===== src/rtl/range_finder_multi_pkg.sv =====
// Shared types and encodings for the multi-statistic range finder.
package rf_pkg;
  typedef enum logic [1:0] {ST_IDLE, ST_RUN, ST_ERROR} state_t;

  localparam logic [1:0] ERR_NONE  = 2'd0;
  localparam logic [1:0] ERR_NOGO  = 2'd1;
  localparam logic [1:0] ERR_BOTH  = 2'd2;
  localparam logic [1:0] ERR_EMPTY = 2'd3;

  localparam logic [1:0] MODE_RANGE = 2'd0;
  localparam logic [1:0] MODE_MAX   = 2'd1;
  localparam logic [1:0] MODE_MIN   = 2'd2;
  localparam logic [1:0] MODE_MID   = 2'd3;
endpackage


===== src/rtl/range_finder_multi_stat_sel.sv =====
// Combinational statistic select over a final min/max pair.
module rf_stat_sel
  import rf_pkg::*;
#(
  parameter int WIDTH = 8
) (
  input  logic [WIDTH-1:0] i_min,
  input  logic [WIDTH-1:0] i_max,
  input  logic [1:0]       i_mode,
  output logic [WIDTH-1:0] o_stat
);
  // One extra bit so the midpoint sum cannot wrap before the shift.
  logic [WIDTH:0] w_sum;
  assign w_sum = {1'b0, i_max} + {1'b0, i_min};

  always_comb begin
    o_stat = i_max - i_min;
    case (i_mode)
      MODE_MAX: o_stat = i_max;
      MODE_MIN: o_stat = i_min;
      MODE_MID: o_stat = w_sum[WIDTH:1];
      default:  o_stat = i_max - i_min;
    endcase
  end
endmodule


===== src/rtl/range_finder_multi.sv =====
// Windowed min/max tracker with saturating sample count, selectable statistic,
// one-cycle done pulse and encoded error state.
module range_finder_multi
  import rf_pkg::*;
#(
  parameter int WIDTH = 8,
  parameter int CNT_W = 8
) (
  input  logic             clk,
  input  logic             rst_n,
  input  logic [WIDTH-1:0] data_in,
  input  logic             data_valid,
  input  logic             go,
  input  logic             finish,
  input  logic             clear,
  input  logic [1:0]       mode,
  output logic [WIDTH-1:0] result,
  output logic [CNT_W-1:0] sample_count,
  output logic             busy,
  output logic             done,
  output logic             error,
  output logic [1:0]       err_code
);
  localparam logic [CNT_W-1:0] CNT_MAX = '1;

  state_t           r_state, w_state_nxt;
  logic [1:0]       r_err_code, w_err_nxt;
  logic [WIDTH-1:0] r_min, r_max, r_result;
  logic [CNT_W-1:0] r_cnt, r_scount;
  logic             r_busy, r_done, r_error;
  logic             r_pend;
  logic [1:0]       r_mode_l;
  logic             w_init, w_fin;
  logic [WIDTH-1:0] w_min_nxt, w_max_nxt, w_stat;
  logic [CNT_W-1:0] w_cnt_nxt;

  // Accumulator update including the current sample; also used for the finish cycle.
  always_comb begin
    w_min_nxt = r_min;
    w_max_nxt = r_max;
    w_cnt_nxt = r_cnt;
    if (data_valid) begin
      if (data_in < r_min) w_min_nxt = data_in;
      if (data_in > r_max) w_max_nxt = data_in;
      if (r_cnt != CNT_MAX) w_cnt_nxt = r_cnt + 1'b1;
    end
  end

  always_comb begin
    w_state_nxt = r_state;
    w_err_nxt   = r_err_code;
    w_init      = 1'b0;
    w_fin       = 1'b0;
    if (clear) begin
      w_state_nxt = ST_IDLE;
      w_err_nxt   = ERR_NONE;
    end else begin
      case (r_state)
        ST_IDLE, ST_ERROR: begin
          if (go && !finish) begin
            w_state_nxt = ST_RUN;
            w_err_nxt   = ERR_NONE;
            w_init      = 1'b1;
          end else if (go && finish) begin
            w_state_nxt = ST_ERROR;
            w_err_nxt   = ERR_BOTH;
          end else if (finish) begin
            w_state_nxt = ST_ERROR;
            w_err_nxt   = ERR_NOGO;
          end
        end
        ST_RUN: begin
          // Count saturates rather than wraps, so zero here means no samples.
          if (finish) begin
            if (w_cnt_nxt == '0) begin
              w_state_nxt = ST_ERROR;
              w_err_nxt   = ERR_EMPTY;
            end else begin
              w_state_nxt = ST_IDLE;
              w_fin       = 1'b1;
            end
          end
        end
        default: w_state_nxt = ST_IDLE;
      endcase
    end
  end

  rf_stat_sel #(.WIDTH(WIDTH)) u_stat (
    .i_min  (r_min),
    .i_max  (r_max),
    .i_mode (r_mode_l),
    .o_stat (w_stat)
  );

  always_ff @(posedge clk or negedge rst_n) begin
    if (!rst_n) begin
      r_state    <= ST_IDLE;
      r_err_code <= ERR_NONE;
      r_min      <= '1;
      r_max      <= '0;
      r_cnt      <= '0;
      r_result   <= '0;
      r_scount   <= '0;
      r_busy     <= 1'b0;
      r_done     <= 1'b0;
      r_error    <= 1'b0;
      r_pend     <= 1'b0;
      r_mode_l   <= MODE_RANGE;
    end else begin
      r_state    <= w_state_nxt;
      r_err_code <= w_err_nxt;
      r_busy     <= (w_state_nxt == ST_RUN);
      r_error    <= (w_state_nxt == ST_ERROR);
      r_done     <= 1'b0;
      r_pend     <= w_fin;
      if (w_fin) r_mode_l <= mode;
      if (clear) begin
        r_result <= '0;
        r_scount <= '0;
        r_min    <= '1;
        r_max    <= '0;
        r_cnt    <= '0;
        r_pend   <= 1'b0;
      end else begin
        if (w_init) begin
          r_min <= data_valid ? data_in : '1;
          r_max <= data_valid ? data_in : '0;
          r_cnt <= data_valid ? CNT_W'(1) : '0;
        end else if (r_state == ST_RUN) begin
          r_min <= w_min_nxt;
          r_max <= w_max_nxt;
          r_cnt <= w_cnt_nxt;
        end
        // Accumulators hold the final window one cycle after finish.
        if (r_pend) begin
          r_result <= w_stat;
          r_scount <= r_cnt;
          r_done   <= 1'b1;
        end
      end
    end
  end

  assign result       = r_result;
  assign sample_count = r_scount;
  assign busy         = r_busy;
  assign done         = r_done;
  assign error        = r_error;
  assign err_code     = r_err_code;
endmodule


===== config.mk =====
export PLATFORM = sky130hd
export DESIGN_NAME = range_finder_multi
export DESIGN_NICKNAME = d
export VERILOG_FILES = /design/src/rtl/range_finder_multi_pkg.sv /design/src/rtl/range_finder_multi_stat_sel.sv /design/src/rtl/range_finder_multi.sv
export SDC_FILE = /design/constraint.sdc
export NUM_CORES = 1
export LEC_CHECK = 0
export ABC_AREA = 1
export ABC_CLOCK_PERIOD_IN_PS = 5200
export CAP_MARGIN = 20
export CORE_MARGIN = 4
export CORE_UTILIZATION = 45
export CTS_CLUSTER_SIZE = 20
export DETAILED_ROUTE_END_ITERATION = 7
export MAX_ROUTING_LAYER = met4
export PLACE_DENSITY = 0.66
export SYNTH_ARGS = -nofsm -noshare
export SYNTH_HDL_FRONTEND = slang
export SYNTH_SLANG_ARGS = --single-unit

===== constraint.sdc =====
create_clock -name clk -period 5.2 [get_ports clk]
set_clock_uncertainty 0.15 [all_clocks]
set_input_delay 1.04 -clock clk [delete_from_list [all_inputs] [get_ports clk]]
set_output_delay 1.04 -clock clk [all_outputs]
set_load 0.01 [all_outputs]

Yosys cells after proc, flatten, opt, wreduce, memory -nomap -nowiden
Cells that the tools add are included.
{"block": "word_totals", "latch_bits": 0, "mem_count": 0, "reg_bits": 50, "mem_bits_rw": 0, "mem_bits_ro": 0, "in_bits": 16}
{"block": "op_classes", "div_mod_pow": 0, "n_reduce_logical": 15, "eq_ne": 11, "n_bitwise": 0, "shift": 0, "multipliers": 0, "order_cmp": 2, "add_sub_neg": 3, "mux": 47}
{"op": "$mux W8", "count": 21}
{"op": "$mux W2", "count": 12}
{"op": "$pmux W8 S3", "count": 1}
{"op": "$reduce_bool A3 Y1", "count": 5}
{"op": "$mux W1", "count": 11}
{"op": "$add A8 B8 Y9", "count": 1}
{"op": "$add A8 B1 Y8 const B", "count": 1}
{"op": "$eq A2 B2 Y1 const B", "count": 4}
{"op": "$gt A8 B8 Y1", "count": 1}
{"op": "$logic_not A8 Y1", "count": 1}
{"op": "$lt A8 B8 Y1", "count": 1}
{"op": "$ne A8 B8 Y1 const B", "count": 1}
{"op": "$pmux W2 S2", "count": 2}
{"op": "$sub A8 B8 Y8", "count": 1}
{"op": "$eq A2 B1 Y1 const B", "count": 3}
{"op": "$ne A3 B3 Y1 const B", "count": 2}
{"op": "$reduce_and A3 Y1", "count": 2}
{"op": "$ne A5 B5 Y1 const B", "count": 1}
{"op": "$reduce_and A4 Y1", "count": 1}
{"op": "$logic_and A1 B1 Y1", "count": 2}
{"op": "$logic_not A2 Y1", "count": 1}
{"op": "$reduce_bool A2 Y1", "count": 1}
{"op": "$reduce_or A2 Y1", "count": 1}
{"op": "$logic_not A1 Y1", "count": 1}

Longest topological paths before layout
{"block": "logic_depth", "ltp_word": 9, "depth_mapped": 15, "depth_no_buf": 15}

By module
From an unflattened synthesis, not the netlist that was laid out.
{"block": "unflattened", "hier_cells": 507, "hier_area_um2": 3699.8}
{"mod": "range_finder_multi", "instances": 1, "cells_each": 340, "area_per_inst_um2": 2741.4}
{"mod": "rf_stat_sel", "instances": 1, "cells_each": 167, "area_per_inst_um2": 958.4}

Worst setup path before layout
OpenSTA, ideal clock, no wires.
{"block": "synth_timing", "path_type": "input to register", "from": "in data_in[7]", "to": "reg r_max[6]", "required_ns": 4.929, "path_buffers": 1, "stages": 9, "t_arrival_ns": 2.183, "setup_slack_ns": 2.746, "path_cell_list": "ha_1 > nand2_1 > nor2_1 > nand3_1 > o2111ai_1 > nand2_1 > buf_2 > nand3_1 > o21ai_1"}
{"block": "synth_between", "elab_chain_len": 3}
{"item": "start, declared", "line_no": "range_finder_multi.sv:11", "text": "input logic [WIDTH-1:0] data_in,"}
{"item": "$gt A8 B8 Y1", "line_no": "range_finder_multi.sv:44", "text": "if (data_in > r_max) w_max_nxt = data_in;"}
{"item": "$reduce_bool A3 Y1 (no line)"}
{"item": "$reduce_and A3 Y1 (no line)"}
{"item": "end signal, assigned", "line_no": "range_finder_multi.sv:128", "text": "r_max <= data_valid ? data_in : '0;"}
{"item": "end signal, assigned", "line_no": "range_finder_multi.sv:132", "text": "r_max <= w_max_nxt;"}
{"item": "end, declared", "line_no": "range_finder_multi.sv:28", "text": "logic [WIDTH-1:0] r_min, r_max, r_result;"}
Every way passes these cells.
A chain may end at the register's enable or synchronous reset.

Worst setup path after layout
{"block": "layout_timing", "from": "in data_in[7]", "to": "reg r_max[7]"}
{"block": "layout_between", "elab_chain_len": 5, "elab_cells_between_ends": 9, "classes_between": "1 x order compare; 6 x mux; 2 x reduce/logical"}
{"item": "parallel branches: the longest is 5 deep, another holds $gt A8 B8 Y1"}
Parallel ways; which one is timed is not known. The select of a mux whose other input is x is not followed.

==> metrics.md <==
| Metric | Value |
|---|---|
| # port buffers | 36 |
| Post-synth EDFFs | 0 |
| Final Power | 1.06 mW |
| Setup TNS | 0 ps |
| Syn Inst Count | around 460 |
| Layout cells sized above 1 | 0.112 |
| Synthesized area per cell | 7.65 µm² |
| Area growth from synthesis to layout | 16.1% |
| Htree depth | 2 |
| Row count | 31 |
| Commonest cells after routing, fill and taps aside | 97 x nand2_1, 54 x inv_1, 42 x dfrtp_1, 39 x nand3_1, 37 x o21ai_1 |
| VDD IR max | between 0.15 and 0.2 mV |
| Post-CTS setup buffer count | 0 |
| CP required | around 5200 ps |
| Worst min-delay path category | reg -> reg |
| RSZ-0062 raised after global routing | false |
| Avg Vias per Cell | 5.23 |
| P_leak | roughly 2.0 nW |
| Synthesized area | 3490 µm² |
| Yosys warning count | 0 |
| CP startpoint kind | primary input |
| I/O pin cnt | 37 |
| Most common cell after layout, fill and taps aside | nand2_1 |
| Crit path DAT | 2990 ps |
| Fin crit period | roughly 3000 ps |
| Sequential share of the synthesized area | 0.362 |
| Filler Cell Count | ~730 |
| Clock Sinks | 50 |
| Register bit total from synthesis | 50 |
| Pin count of the biggest net entering global routing | 51 |
| Layout net count | roughly 540 |
| Fin. max-slew vios | 0 |
| Initial DRT Pass Iterations | 4 |
| Avg WL per Cell | 14.7 µm |
| Syn nets | a little over 500 |
| DR vias | between 3000 and 4000 |
| Vias in the first global route | 2924 |
| Max-slew headroom | 0.359 |
| Synth Flop Type | dfrtp_1 |
| Async SR Flop Fraction | 1.00 |
| PostCTS Resize Cnt | 0 |
| Hold-fix buffers at CTS | 0 |
| Core area | 7410 µm² |
| Crit-path max FO | 16 |
| Starting Density | 0.471 |
| Critical path class | in -> reg |
| Die H | approximately 96 µm |
| Die width | between 90 and 100 µm |
| Antenna-violating nets left | 0 |
| GRT overflow | 0 |
| Final WL | roughly 8700 µm |
| Clk slew on worst S/H paths | 90 ps |
| GRT Resource Usage Total | 0.208 |
| Peak Freq | 339 MHz |
| CTS max path bufs | 2 |
| Outcome | finished clean |
| Root Buffer | clkbuf_8 |
| Die Area | ~9200 µm² |
| DRC | 0 |
| First-pass GRT wire length | roughly 15000 µm |
| Tcrit/Tclk final | 0.568 |
| Unique cell type count in the Yosys netlist | 40 |
| CTS Buf Count | 5 |
| Clock tree from TritonCTS | yes |
| Ant. Diodes | 0 |
| Final Core Density | 0.547 |
| DR iter-0 viols | between 150 and 200 |
| Worst Tran Pin Value | 958 ps |
| Final setup viols | 0 |
| Power Density | ~260 nW/µm² |
| Routability cong. | ~0.94 |
| Max-cap viol count | 0 |
| Worst-Skew Late Latency | between 300 and 400 ps |
| Detailed placer's ending HPWL | 6880 µm |
| CP endpoint kind | flop |
| Final Hold Viols | 0 |
| Antenna violations before repair | 0 |
report_power, final:
| group | total (mW) | internal, mW | switching, mW | leakage (nW) |
|---|---|---|---|---|
| Sequential | 0.449 | 0.417 | 0.0314 | 0.655 |
| Clock | 0.282 | 0.144 | 0.138 | 0.0585 |
| Combinational | 0.330 | 0.117 | 0.213 | 1.24 |
cells by family after synthesis:
family | count (synthesis) | share of synthesized area
and+or+nand+nor | 200 | 0.270
xor gates and xnor gates | 4 | 0.0100
DFF | 50 | 0.362
adders and majority gates | 33 | 0.123
buffers and inverters | 74 | 0.0818
AOI/OAI and AO/OA | 95 | 0.154
cells in the mapped netlist (all sizes together) (3+ instances only):
library cell / number / area [µm²]
o22ai: 8 / 50.1
inv: 66 / 248
buf: 4 / 22.5
o21ai: 47 / 239
nor2: 32 / 160
a221oi: 3 / 26.3
dfrtp: 42 / 1050
nand4: 11 / 75.1
ha: 31 / 388
clkbuf: 4 / 15.0
nand2: 109 / 449
dfstp: 8 / 210
nand3: 41 / 215
nor3: 3 / 15.0
a21oi: 27 / 139
path summary, 6_finish.rpt:
check                                            from                    end  slack (ps)  depth (start not counted)
worst max-delay path                       data_in[7]   r_max[7]$_DFFE_PN0P_        2250                          9
worst min-delay path            result[5]$_DFFE_PN0P_  result[5]$_DFFE_PN0P_         330                          2
worst max register to register   r_max[0]$_DFFE_PN0P_  result[6]$_DFFE_PN0P_        2870                         14
worst min register to register  result[5]$_DFFE_PN0P_  result[5]$_DFFE_PN0P_         330                          2
max in group asynchronous                       rst_n  result[5]$_DFFE_PN0P_        3790                          2
min in group asynchronous                       rst_n         busy$_DFF_PN0_         670                          2
metrics by stage:
stage          hold slack, ps  area (µm²)  worst slack, ps  std cells
6_report                  334        4050             2250        592
5_1_grt                   358        4050             2020        592
4_1_cts                   340        4050             2240        592
3_5_place_dp              315        3940             1920        584
3_3_place_gp              310        3940             1940        584
2_1_floorplan             326        3490             2750        456
state kept, by name (all words and copies together) (netlist names):
name          count
busy              1
done              1
err_code          2
error             1
r_cnt             8
r_max             8
r_min             8
r_mode_l          2
r_pend            1
r_state           2
result            8
sample_count      8
metal layers:
layer	up-vias	wire length (µm)	GRT usage	share of wire
li1	1605	-	-	-
met1	1429	4410	0.301	0.51
met2	57	3870	0.309	0.45
met3	6	332	0.0281	0.038
met4	0	74	0.0509	0.0085
met5	-	0	-	0
area by class of cell:
class	instances	area, µm²	area share
multi-input combinational	332	1940	0.479
sequential	50	1260	0.311
timing repair buffer	37	363	0.0896
inverter	66	248	0.0612
tap	99	124	0.0306
clock buffer	5	68.8	0.0170
clock inverter	3	43.8	0.0108
worst max-delay path: stages:
cell and delay, ps:
clkdlybuf4s50_1 480, ha_1 330, nand2_1 70, nor2_1 170, nand3_1 100, o2111ai_1 190, nand2_1 340, nand3_1 170
o21ai_1 80
Power figures use the tool's default switching activity.
